==> src/rtl/apb4_reg_bridge_if.sv <==
// APB4 completer-side bus bundle for apb4_reg_bridge.
// The master modport drives the request signals; the slave modport returns PREADY/PRDATA/PSLVERR.
interface apb4_reg_bridge_if #(
    parameter int ApbAw = 12,
    parameter int DataW = 32
);
    localparam int StrbW = DataW / 8;

    logic [ApbAw-1:0] PADDR;
    logic             PSEL;
    logic             PENABLE;
    logic             PWRITE;
    logic [DataW-1:0] PWDATA;
    logic [StrbW-1:0] PSTRB;
    logic             PREADY;
    logic [DataW-1:0] PRDATA;
    logic             PSLVERR;

    modport master (
        output PADDR, PSEL, PENABLE, PWRITE, PWDATA, PSTRB,
        input  PREADY, PRDATA, PSLVERR
    );

    modport slave (
        input  PADDR, PSEL, PENABLE, PWRITE, PWDATA, PSTRB,
        output PREADY, PRDATA, PSLVERR
    );
endinterface

==> src/rtl/apb4_reg_bridge.sv <==
// APB4 completer bridging onto a req/ack register-file port with byte enables and decode errors.
// Define APB4_REG_BRIDGE_TIMEOUT_EN to abort register accesses that exceed TimeoutCycles.
module apb4_reg_bridge #(
    parameter int ApbAw         = 12,
    parameter int RegAw         = 8,
    parameter int DataW         = 32,
    parameter int TimeoutCycles = 16
) (
    input  logic                 PCLK,
    input  logic                 PRESET,
    apb4_reg_bridge_if.slave     apb,
    output logic                 req_o,
    output logic                 we_o,
    output logic [RegAw-1:0]     addr_o,
    output logic [DataW-1:0]     wdata_o,
    output logic [DataW/8-1:0]   be_o,
    input  logic                 ack_i,
    input  logic [DataW-1:0]     rdata_i,
    input  logic                 error_i
);
    localparam int StrbW = DataW / 8;
    localparam logic [ApbAw-1:0] AlignMask = ApbAw'(StrbW - 1);

    if (RegAw > ApbAw) begin : g_chk_aw
        $error("apb4_reg_bridge: RegAw must not exceed ApbAw");
    end
    if (DataW != 8 && DataW != 16 && DataW != 32) begin : g_chk_dw
        $error("apb4_reg_bridge: DataW must be 8, 16 or 32");
    end
    if (TimeoutCycles < 2 || TimeoutCycles > 255) begin : g_chk_to
        $error("apb4_reg_bridge: TimeoutCycles must be in 2..255");
    end

    typedef enum logic [1:0] {
        S_IDLE = 2'd0,
        S_REQ  = 2'd1,
        S_DONE = 2'd2
    } state_e;

    state_e             state_q, state_d;
    logic               req_q, req_d;
    logic               we_q, we_d;
    logic [RegAw-1:0]   addr_q, addr_d;
    logic [DataW-1:0]   wdata_q, wdata_d;
    logic [StrbW-1:0]   be_q, be_d;
    logic               pready_q, pready_d;
    logic               pslverr_q, pslverr_d;
    logic [DataW-1:0]   prdata_q, prdata_d;
`ifdef APB4_REG_BRIDGE_TIMEOUT_EN
    logic [7:0]         cnt_q, cnt_d;
`endif

    logic addr_legal;
    assign addr_legal = ((apb.PADDR & AlignMask) == '0) && ((apb.PADDR >> RegAw) == '0);

    always_comb begin
        state_d   = state_q;
        we_d      = we_q;
        addr_d    = addr_q;
        wdata_d   = wdata_q;
        be_d      = be_q;
        pslverr_d = 1'b0;
        prdata_d  = '0;
`ifdef APB4_REG_BRIDGE_TIMEOUT_EN
        cnt_d     = cnt_q;
`endif
        unique case (state_q)
            S_IDLE: begin
                if (apb.PSEL && !apb.PENABLE) begin
                    if (addr_legal) begin
                        state_d = S_REQ;
                        we_d    = apb.PWRITE;
                        addr_d  = apb.PADDR[RegAw-1:0];
                        wdata_d = apb.PWDATA;
                        be_d    = apb.PWRITE ? apb.PSTRB : '1;
`ifdef APB4_REG_BRIDGE_TIMEOUT_EN
                        cnt_d   = 8'd0;
`endif
                    end else begin
                        // Decode error answers in the first access cycle without touching the register side
                        state_d   = S_DONE;
                        pslverr_d = 1'b1;
                    end
                end
            end
            S_REQ: begin
                if (ack_i) begin
                    state_d   = S_DONE;
                    pslverr_d = error_i;
                    prdata_d  = we_q ? '0 : rdata_i;
                end
`ifdef APB4_REG_BRIDGE_TIMEOUT_EN
                else if (cnt_q == 8'(TimeoutCycles - 1)) begin
                    state_d   = S_DONE;
                    pslverr_d = 1'b1;
                end else begin
                    cnt_d = cnt_q + 8'd1;
                end
`endif
            end
            S_DONE: begin
                state_d = S_IDLE;
            end
            default: begin
                state_d = S_IDLE;
            end
        endcase
        // Outputs are registered copies of the next state so nothing reaches a port combinationally
        req_d    = (state_d == S_REQ);
        pready_d = (state_d == S_DONE);
    end

    always_ff @(posedge PCLK or posedge PRESET) begin
        if (PRESET) begin
            state_q   <= S_IDLE;
            req_q     <= 1'b0;
            we_q      <= 1'b0;
            addr_q    <= '0;
            wdata_q   <= '0;
            be_q      <= '0;
            pready_q  <= 1'b0;
            pslverr_q <= 1'b0;
            prdata_q  <= '0;
`ifdef APB4_REG_BRIDGE_TIMEOUT_EN
            cnt_q     <= 8'd0;
`endif
        end else begin
            state_q   <= state_d;
            req_q     <= req_d;
            we_q      <= we_d;
            addr_q    <= addr_d;
            wdata_q   <= wdata_d;
            be_q      <= be_d;
            pready_q  <= pready_d;
            pslverr_q <= pslverr_d;
            prdata_q  <= prdata_d;
`ifdef APB4_REG_BRIDGE_TIMEOUT_EN
            cnt_q     <= cnt_d;
`endif
        end
    end

    assign req_o       = req_q;
    assign we_o        = we_q;
    assign addr_o      = addr_q;
    assign wdata_o     = wdata_q;
    assign be_o        = be_q;
    assign apb.PREADY  = pready_q;
    assign apb.PSLVERR = pslverr_q;
    assign apb.PRDATA  = prdata_q;
endmodule

==> src/flat_wrapper.sv <==
// flat-port wrapper written by rule: the top's interface ports become plain ports
module apb4_reg_bridge_flat 
#(
    parameter int ApbAw         = 12,
    parameter int RegAw         = 8,
    parameter int DataW         = 32,
    parameter int TimeoutCycles = 16
)
  (PCLK, PRESET, req_o, we_o, addr_o, wdata_o, be_o, ack_i, rdata_i, error_i, apb_PADDR, apb_PSEL, apb_PENABLE, apb_PWRITE, apb_PWDATA, apb_PSTRB, apb_PREADY, apb_PRDATA, apb_PSLVERR);
  apb4_reg_bridge_if #(.ApbAw(ApbAw), .DataW(DataW)) apb_i ();
  input  logic PCLK;
  input  logic PRESET;
  output logic req_o;
  output logic we_o;
  output logic [RegAw-1:0] addr_o;
  output logic [DataW-1:0] wdata_o;
  output logic [DataW/8-1:0] be_o;
  input  logic ack_i;
  input  logic [DataW-1:0] rdata_i;
  input  logic error_i;
  input wire logic [$bits(apb_i.PADDR)-1:0] apb_PADDR;
  input wire logic [$bits(apb_i.PSEL)-1:0] apb_PSEL;
  input wire logic [$bits(apb_i.PENABLE)-1:0] apb_PENABLE;
  input wire logic [$bits(apb_i.PWRITE)-1:0] apb_PWRITE;
  input wire logic [$bits(apb_i.PWDATA)-1:0] apb_PWDATA;
  input wire logic [$bits(apb_i.PSTRB)-1:0] apb_PSTRB;
  output wire logic [$bits(apb_i.PREADY)-1:0] apb_PREADY;
  output wire logic [$bits(apb_i.PRDATA)-1:0] apb_PRDATA;
  output wire logic [$bits(apb_i.PSLVERR)-1:0] apb_PSLVERR;
  assign apb_i.PADDR = apb_PADDR;
  assign apb_i.PSEL = apb_PSEL;
  assign apb_i.PENABLE = apb_PENABLE;
  assign apb_i.PWRITE = apb_PWRITE;
  assign apb_i.PWDATA = apb_PWDATA;
  assign apb_i.PSTRB = apb_PSTRB;
  assign apb_PREADY = apb_i.PREADY;
  assign apb_PRDATA = apb_i.PRDATA;
  assign apb_PSLVERR = apb_i.PSLVERR;
  apb4_reg_bridge #(.ApbAw(ApbAw), .RegAw(RegAw), .DataW(DataW), .TimeoutCycles(TimeoutCycles)) u_core (.PCLK(PCLK), .PRESET(PRESET), .apb(apb_i), .req_o(req_o), .we_o(we_o), .addr_o(addr_o), .wdata_o(wdata_o), .be_o(be_o), .ack_i(ack_i), .rdata_i(rdata_i), .error_i(error_i));
endmodule
==> config.mk <==
export PLATFORM = sky130hd
export DESIGN_NAME = apb4_reg_bridge_flat
export DESIGN_NICKNAME = d
export VERILOG_FILES = /design/src/rtl/apb4_reg_bridge_if.sv /design/src/rtl/apb4_reg_bridge.sv /design/src/flat_wrapper.sv
export SDC_FILE = /design/constraint.sdc
export NUM_CORES = 1
export LEC_CHECK = 0
export BUFFER_PORTS_ARGS = -buffer_cell sky130_fd_sc_hd__buf_4
export CAP_MARGIN = 20
export CORE_UTILIZATION = 40
export DETAILED_ROUTE_END_ITERATION = 7
export PLACE_DENSITY = 0.73
export SLEW_MARGIN = 15
export SYNTH_ARGS = -nofsm -noshare
export SYNTH_HDL_FRONTEND = slang
export SYNTH_SLANG_ARGS = --single-unit
==> constraint.sdc <==
create_clock -name PCLK -period 2.9 [get_ports PCLK]
set_input_delay 0.145 -clock PCLK [delete_from_list [all_inputs] [get_ports PCLK]]
set_output_delay 0.145 -clock PCLK [all_outputs]
set_load 0.01 [all_outputs]
# == After elaboration in Yosys (flattened, before gate mapping) ==
# Index checks and enable logic that the tools add are counted.
# classes
n_mux,12
reduce_logical,7
n_eq_ne,3
# ops
op,count
2-to-1 mux 32 bit,3
zero test 12 bit,2
2-to-1 mux 2 bit,3
"== test 2 x 1 -> 1 bit, second input constant",2
2-to-1 mux 4 bit,1
one-hot mux 2 bit (2 select lines),1
2-to-1 mux 1 bit,3
AND reduction 3 bit,1
"== test 2 bit, second input constant",1
logical AND 1 bit,2
zero test 2 bit,1
one-hot mux 1 bit (2 select lines),1
zero test 1 bit,1
# totals
input_bits,87
output_inout_bits,80
wordCells,31
ff_bits,82

# == Depth between registers and ports, before layout ==
# Gate-level depths: netlist of the first run.
# depth
word_depth,6
ltp_mapped,5
mapped_depth_nobuf,3

# == Worst setup path after synthesis of the first run ==
# OpenSTA, ideal clock, no wires.
# synth_timing
kind,register to register
startpoint,reg u_core.state_q[1]
endpoint,reg u_core.addr_q[2] (netlist: u_core.addr_o[2])
period_less_slack_ns,1.583
stages_incl_launch_ff,6
setup_ns,0.125
setup_slack_ns,1.317
required_time_ns,2.775
arrival_time_ns,1.458
n_path_buf,2
path_cell_list,dfrtp_1 > nor4b_4 > nand3_2 > buf_6 > buf_6 > mux2_4
# synth_via
elab_chain_cells,2
# synth_rtl
item,line_no,text
from (decl),apb4_reg_bridge.sv:40,"state_e state_q, state_d;"
from (signal assigned),apb4_reg_bridge.sv:128,state_q <= state_d;
zero test 2 bit,apb4_reg_bridge.sv:67,unique case (state_q)
AND reduction 3 bit (no line),--,
to (signal assigned),apb4_reg_bridge.sv:131,addr_q <= addr_d;
to (decl),apb4_reg_bridge.sv:43,"logic [RegAw-1:0] addr_q, addr_d;"
# No other way between the ends.
# A chain may end at the register's enable or synchronous reset.

# == Final worst setup path of the first run ==
# layout_timing
startpoint,reg u_core.state_q[1]
endpoint,reg u_core.wdata_q[23] (netlist: u_core.wdata_o[23])
# layout_via
elab_chain_cells,2
# layout_rtl
item,line_no,text
zero test 2 bit,apb4_reg_bridge.sv:67,
AND reduction 3 bit (no line),--,
to (signal assigned),apb4_reg_bridge.sv:132,wdata_q <= wdata_d;
to (decl),apb4_reg_bridge.sv:44,"logic [DataW-1:0] wdata_q, wdata_d;"
# No other way between the ends.

==> results.ini, run 1 <==
[status]
status=finished, final reports clean

[route]
routed_wl_mm=7.11
drc_errors=0
wl_per_cell_um=14.5
drtPass1Iterations=4
drt_iter0_drc=47
vias=2191
ant_nets=0
viasPerCell=4.46

[synth]
yosysWarnings=0
synth_seq_area_share_pct=67.6
synth.distinct_cells=18
avgSynthCellArea_um2=16.3
synth_nets=273
netlist_instances=186
ys_ff_latch=82
synthesis.area_um2=3040

[setup_path]
path_class=reg -> reg
cp_slowest_cell=dfrtp_1
rrSetupSlack_ns=0.85
cp-end-kind=register
critPathRequiredTime_ns=3.13
ff2ff_path_depth=4
crit_chain=nor4b_4 -> nand3_2 -> buf_4 -> mux2_4
crit_buf_inv=1
path_max_fanout=20
worstSetupStartpointType=register
startpoint=u_core.state_q[1]
crit_path_max_incr_delay_ns=0.44
arrival_ns=2.28
cp-endpoint=u_core.wdata_o[23]
rr_startpoint=u_core.state_q[1]
regToRegEndpoint=u_core.wdata_o[23]
crit_family=simple AND/OR/NAND/NOR gates
cp.depth=4

[global_routing]
gr-usage-met2_pct=31.0
track_usage_pct=18.1
met1_usage_pct=19.3
grt_max_degree=34
grt-ovfl-total=0
gr-usage-met3_pct=6.93
grt_pass1_vias=2226
grt_pass1_wl_mm=10.4
grt_busiest_layer=met2
antenna_found_initial=0

[timing]
slew_headroom_pct=62.0
tns_ns=0
fin_crit_sh_pct=70.6
max_clock_freq_ghz=0.488
rsz0062_at_grt=no
layout_min_cycle_time_ns=2.05
finalSetupViolCount=0
clock_skew_ns=0.00755
tightest_slew_ns=0.569
whs_ns=0.0210
slew_violations=0
hold_viol_final=0
layout_setup_ws_ns=0.852

[finish]
area_delta_synth_final_pct=60.4
nNetsFinal=476
final_area_um2=4870
antenna_cells=0
multi_input_area_um2=925
drive_gt1_share_pct=59.2
area.sequential_um2=2050
final_util_pct=66.8
nFillCells=555

[floorplan]
dieArea_um2=7940
die_h_um=89.1
io_pins=167
rows=31
die_x_um=89.1
core_area_um2=7290
start_util_pct=41.6

[cts]
root_buffer=clkbuf_8
clk_pin_slew_worst_paths_ns=0.08
cts_buffers=9
ctsResizeCount=0
h-tree-depth=3
tritoncts=yes
clock-sinks=82
post-cts-setup-buffers=0
hold_buffers=28
clockBufferDepth=2
clock_latency_ns=0.34

[run]
maxCapViolCount=0

[placement]
place_congestion=0.726
place_ws_ns=0.842
post-dp-hpwl_mm=4.97
place_area_um2=4390
port_buffers=166

[power_and_ir_drop]
powerDensity_nw_per_um2=481
irDropWorstVdd_mv=0.282
leakage_nw=2.74

[min_path]
hold_path.class=in -> reg

## per-stage QoR
step	instances	power, mW
2_1_floorplan	186	1.34
3_3_place_gp	448	1.52
3_5_place_dp	448	1.53
4_1_cts	490	2.37
5_1_grt	491	2.45
6_report	491	2.34
## layout by cell type, fill, tap and decap left out
cell	count
mux2_4	26
a22o_1	1
dlygate4sd3_1	29
nor4_1	1
nor3_2	1
clkbuf_8	11
mux2_2	17
nor4b_4	1
nand2b_1	5
o21ai_0	2
a21o_1	2
dfrtp_1	82
buf_4	171
nand2_1	2
bufinv_16	1
nand3_2	1
and2_1	34
clkinv_2	3
nor2_1	2
## cell usage after synthesis
| cell type | instances | share of area [%] |
|---|---|---|
| a21o_1 | 2 | 0.49 |
| a22o_1 | 1 | 0.29 |
| and2_1 | 34 | 7.0 |
| buf_2 | 1 | 0.16 |
| buf_6 | 4 | 1.5 |
| clkbuf_1 | 3 | 0.37 |
| dfrtp_1 | 82 | 68 |
| inv_1 | 1 | 0.12 |
| mux2_2 | 17 | 6.3 |
| mux2_4 | 26 | 13 |
| nand2_1 | 2 | 0.25 |
| nand2b_1 | 5 | 1.0 |
| nand3_2 | 1 | 0.33 |
| nor2_1 | 2 | 0.25 |
| nor3_1 | 1 | 0.16 |
| nor4_1 | 1 | 0.21 |
| nor4b_4 | 1 | 0.78 |
| o21ai_0 | 2 | 0.33 |
## worst register-to-register path, stage by stage (launching register included)
cell	delay, ns
dfrtp_1	0.44
nor4b_4	0.38
nand3_2	0.39
buf_4	0.39
mux2_4	0.34
## state kept, by name (all words and copies together), names as in the netlist
signal / flops
u_core.apb.PRDATA: 32
u_core.apb.PSLVERR: 1
u_core.req_o: 1
u_core.apb.PREADY: 1
u_core.wdata_o: 32
u_core.we_o: 1
u_core.state_q: 2
u_core.be_o: 4
u_core.addr_o: 8
## power by group
part | internal, mW | switching [mW] | leakage (nW)
Clock | 0.433 | 0.377 | 0.101
Combinational | 0.210 | 0.105 | 1.50
Sequential | 1.19 | 0.0271 | 1.13
## cell families (layout without fill, tap and decap cells)
kind of cell | after synthesis | count (layout) | share of synthesized area [%]
buffers and inverters | 9 | 215 | 2.14
and+or+nand+nor | 47 | 47 | 10.0
DFF | 82 | 82 | 67.6
muxes | 43 | 43 | 19.2
AOI/OAI and AO/OA | 5 | 5 | 1.11
## worst min path at each step
stage / end / start / slack, ns / cells after the start
after detailed placement: u_core.addr_o[3] / PRESET / 0.23 / 2
after global routing: u_core.apb.PRDATA[1] / rdata_i[1] / 0.0001 / 2
after floorplan: u_core.req_o / ack_i / 0.25 / 1
after CTS: u_core.apb.PRDATA[13] / rdata_i[13] / 0.001 / 2
after global placement: u_core.addr_o[7] / PRESET / 0.22 / 2
final: u_core.apb.PRDATA[15] / rdata_i[15] / 0.02 / 2
## cell type report
type	instances	share of cell area, %
Clock buffer	11	3.11
Clock inverter	3	0.822
Inverter	1	0.103
Multi-Input combinational cell	95	19.0
Sequential cell	82	42.1
Tap cell	99	2.54
Timing Repair Buffer	200	32.3
## layer usage
layer  vias up  routed length (µm)
li1       1013                   -
met2       115                3500
met1      1047                2720
met5         -                   0
met4         0                 177
met3        16                 721
Note: power is estimated with default switching activity, not from simulation.
==> run 2: changes to the inputs <==
Clock period 2.9 ns to 1.9 ns, I/O delays scaled along.
==> run 2 against run 1 <==
Compared with the run above: clock power up 55%; critical path depth stayed put; clock skew up 0.0020 ns; power rose by 57%; critical path type unchanged; sequential cell count did not move; die area unchanged; register-to-register slack worse by 0.61 ns; highest routed layer unchanged.
==> results.ini, run 2 (synthesis gave the netlist of run 1 again) <==
[global_routing]
track_usage_pct=20.0
gr-usage-met2_pct=33.7
gr-usage-met3_pct=7.39
grt-ovfl-total=0
grt_busiest_layer=met2
grt_pass1_vias=2362
antenna_found_initial=0
grt_pass1_wl_mm=11.5
met1_usage_pct=23.2
grt_max_degree=42

[route]
wl_per_cell_um=14.9
vias=2360
routed_wl_mm=8.03
drc_errors=0
viasPerCell=4.39
ant_nets=0
drtPass1Iterations=4
drt_iter0_drc=75

[floorplan]
core_area_um2=7290
rows=31
start_util_pct=41.6
die_x_um=89.1
dieArea_um2=7940
die_h_um=89.1
io_pins=167

[finish]
final_util_pct=73.2
area_delta_synth_final_pct=75.8
layout_common_cells=buf_4 (171), dfrtp_1 (82), dlygate4sd3_1 (73)
stdcell_count=538
antenna_cells=0
nNetsFinal=521
final_area_um2=5340
drive_gt1_share_pct=53.1
layout_commonest_cell=buf_4

[power_and_ir_drop]
p_comb_share_pct=15.3
seqPwrFrac_pct=50.6
irDropWorstVdd_mv=0.514
switchingPower_mw=0.835
p_int_mw=2.85
swShare_pct=22.7
clock_power_share_pct=34.0
leakage_nw=2.92
finalPower_mw=3.68
powerDensity_nw_per_um2=689

[placement]
place_ws_ns=0.242
port_buffers=166
placed_cells=449
place_area_um2=4410
post-dp-hpwl_mm=5.04
place_congestion=0.688

[setup_path]
path_max_fanout=26
path_class=reg -> reg
arrival_ns=1.89
crit_chain=nor4b_4 -> nand3_2 -> buf_4 -> mux2_4
crit_path_max_incr_delay_ns=0.43
critPathRequiredTime_ns=2.14
worstSetupStartpointType=register
cp_slowest_cell=dfrtp_1
cp-end-kind=register
crit_buf_inv=1
rrSetupSlack_ns=0.25
crit_family=simple AND/OR/NAND/NOR gates

[timing]
clock_skew_ns=0.00953
slew_headroom_pct=71.2
tightest_slew_ns=0.431
hold_viol_final=0
whs_ns=0.0357
finalSetupViolCount=0
tns_ns=0
max_clock_freq_ghz=0.605
fin_crit_sh_pct=87.1
layout_setup_ws_ns=0.246
rsz0062_at_grt=no
layout_min_cycle_time_ns=1.65
slew_violations=0

[cts]
clock_latency_ns=0.35
tritoncts=yes
hold_buffers=73
clock-sinks=82
root_buffer=clkbuf_8
post-cts-setup-buffers=0
ctsResizeCount=0
clk_pin_slew_worst_paths_ns=0.08
h-tree-depth=3
cts_buffers=9
clockBufferDepth=2

[status]
status=finished, final reports clean

[min_path]
hold_path.class=in -> reg

[run]
maxCapViolCount=0

[run 2: changes by cell type in the layout (fill, tap and decap cells not counted)]
| cell | delta |
|---|---|
| clkinv_4 | +1 |
| buf_12 | +1 |
| clkinv_2 | -2 |
| clkbuf_1 | +2 |
| clkbuf_8 | -1 |
| clkinvlp_4 | +2 |
| dlygate4sd3_1 | +44 |
[run 2: path summary, 6_finish.rpt]
kind                              startpoint               endpoint  cells past startpoint
max                        u_core.state_q[1]     u_core.wdata_o[22]                      4
min                               apb_PWRITE            u_core.we_o                      2
max reg2reg                u_core.state_q[1]     u_core.wdata_o[22]                      4
min reg2reg                 u_core.addr_o[1]       u_core.addr_o[1]                      1
max in group asynchronous             PRESET  u_core.apb.PRDATA[27]                      4
min in group asynchronous             PRESET  u_core.apb.PRDATA[31]                      3
[run 2: power by group through the flow]
| stage | combinational [mW] | sequential (mW) | clock [mW] |
|---|---|---|---|
| after global routing | 0.610 | 1.87 | 1.38 |
| final | 0.564 | 1.86 | 1.25 |
| after detailed placement | 0.440 | 1.90 | 0 |
| after global placement | 0.432 | 1.89 | 0 |
| after CTS | 0.562 | 1.86 | 1.31 |
| after floorplan | 0.126 | 1.92 | 0 |
[run 2: final cells by class]
type	count	area, µm²
fillers	472	1950
well taps	99	124
multi-input cells	95	925
flip-flops and latches	82	2050
clock buffers	12	145
inverters	1	7.51
clock inverters	4	51.3
repair buffers	245	2030
[run 2: worst register-to-register path, delay by kind of cell (launching register included)]
family        cells  cell delay, ns
simple gates      2            0.50
buf+inv           1            0.27
flops             1            0.43
mux               1            0.35
[run 2: routing by layer]
layer	up-vias	routed length, µm	part of all wire, %
met3	11	683	8.5
met1	1129	3180	40
met4	0	135	1.7
met5	-	0	0
met2	114	4030	50
li1	1106	-	-
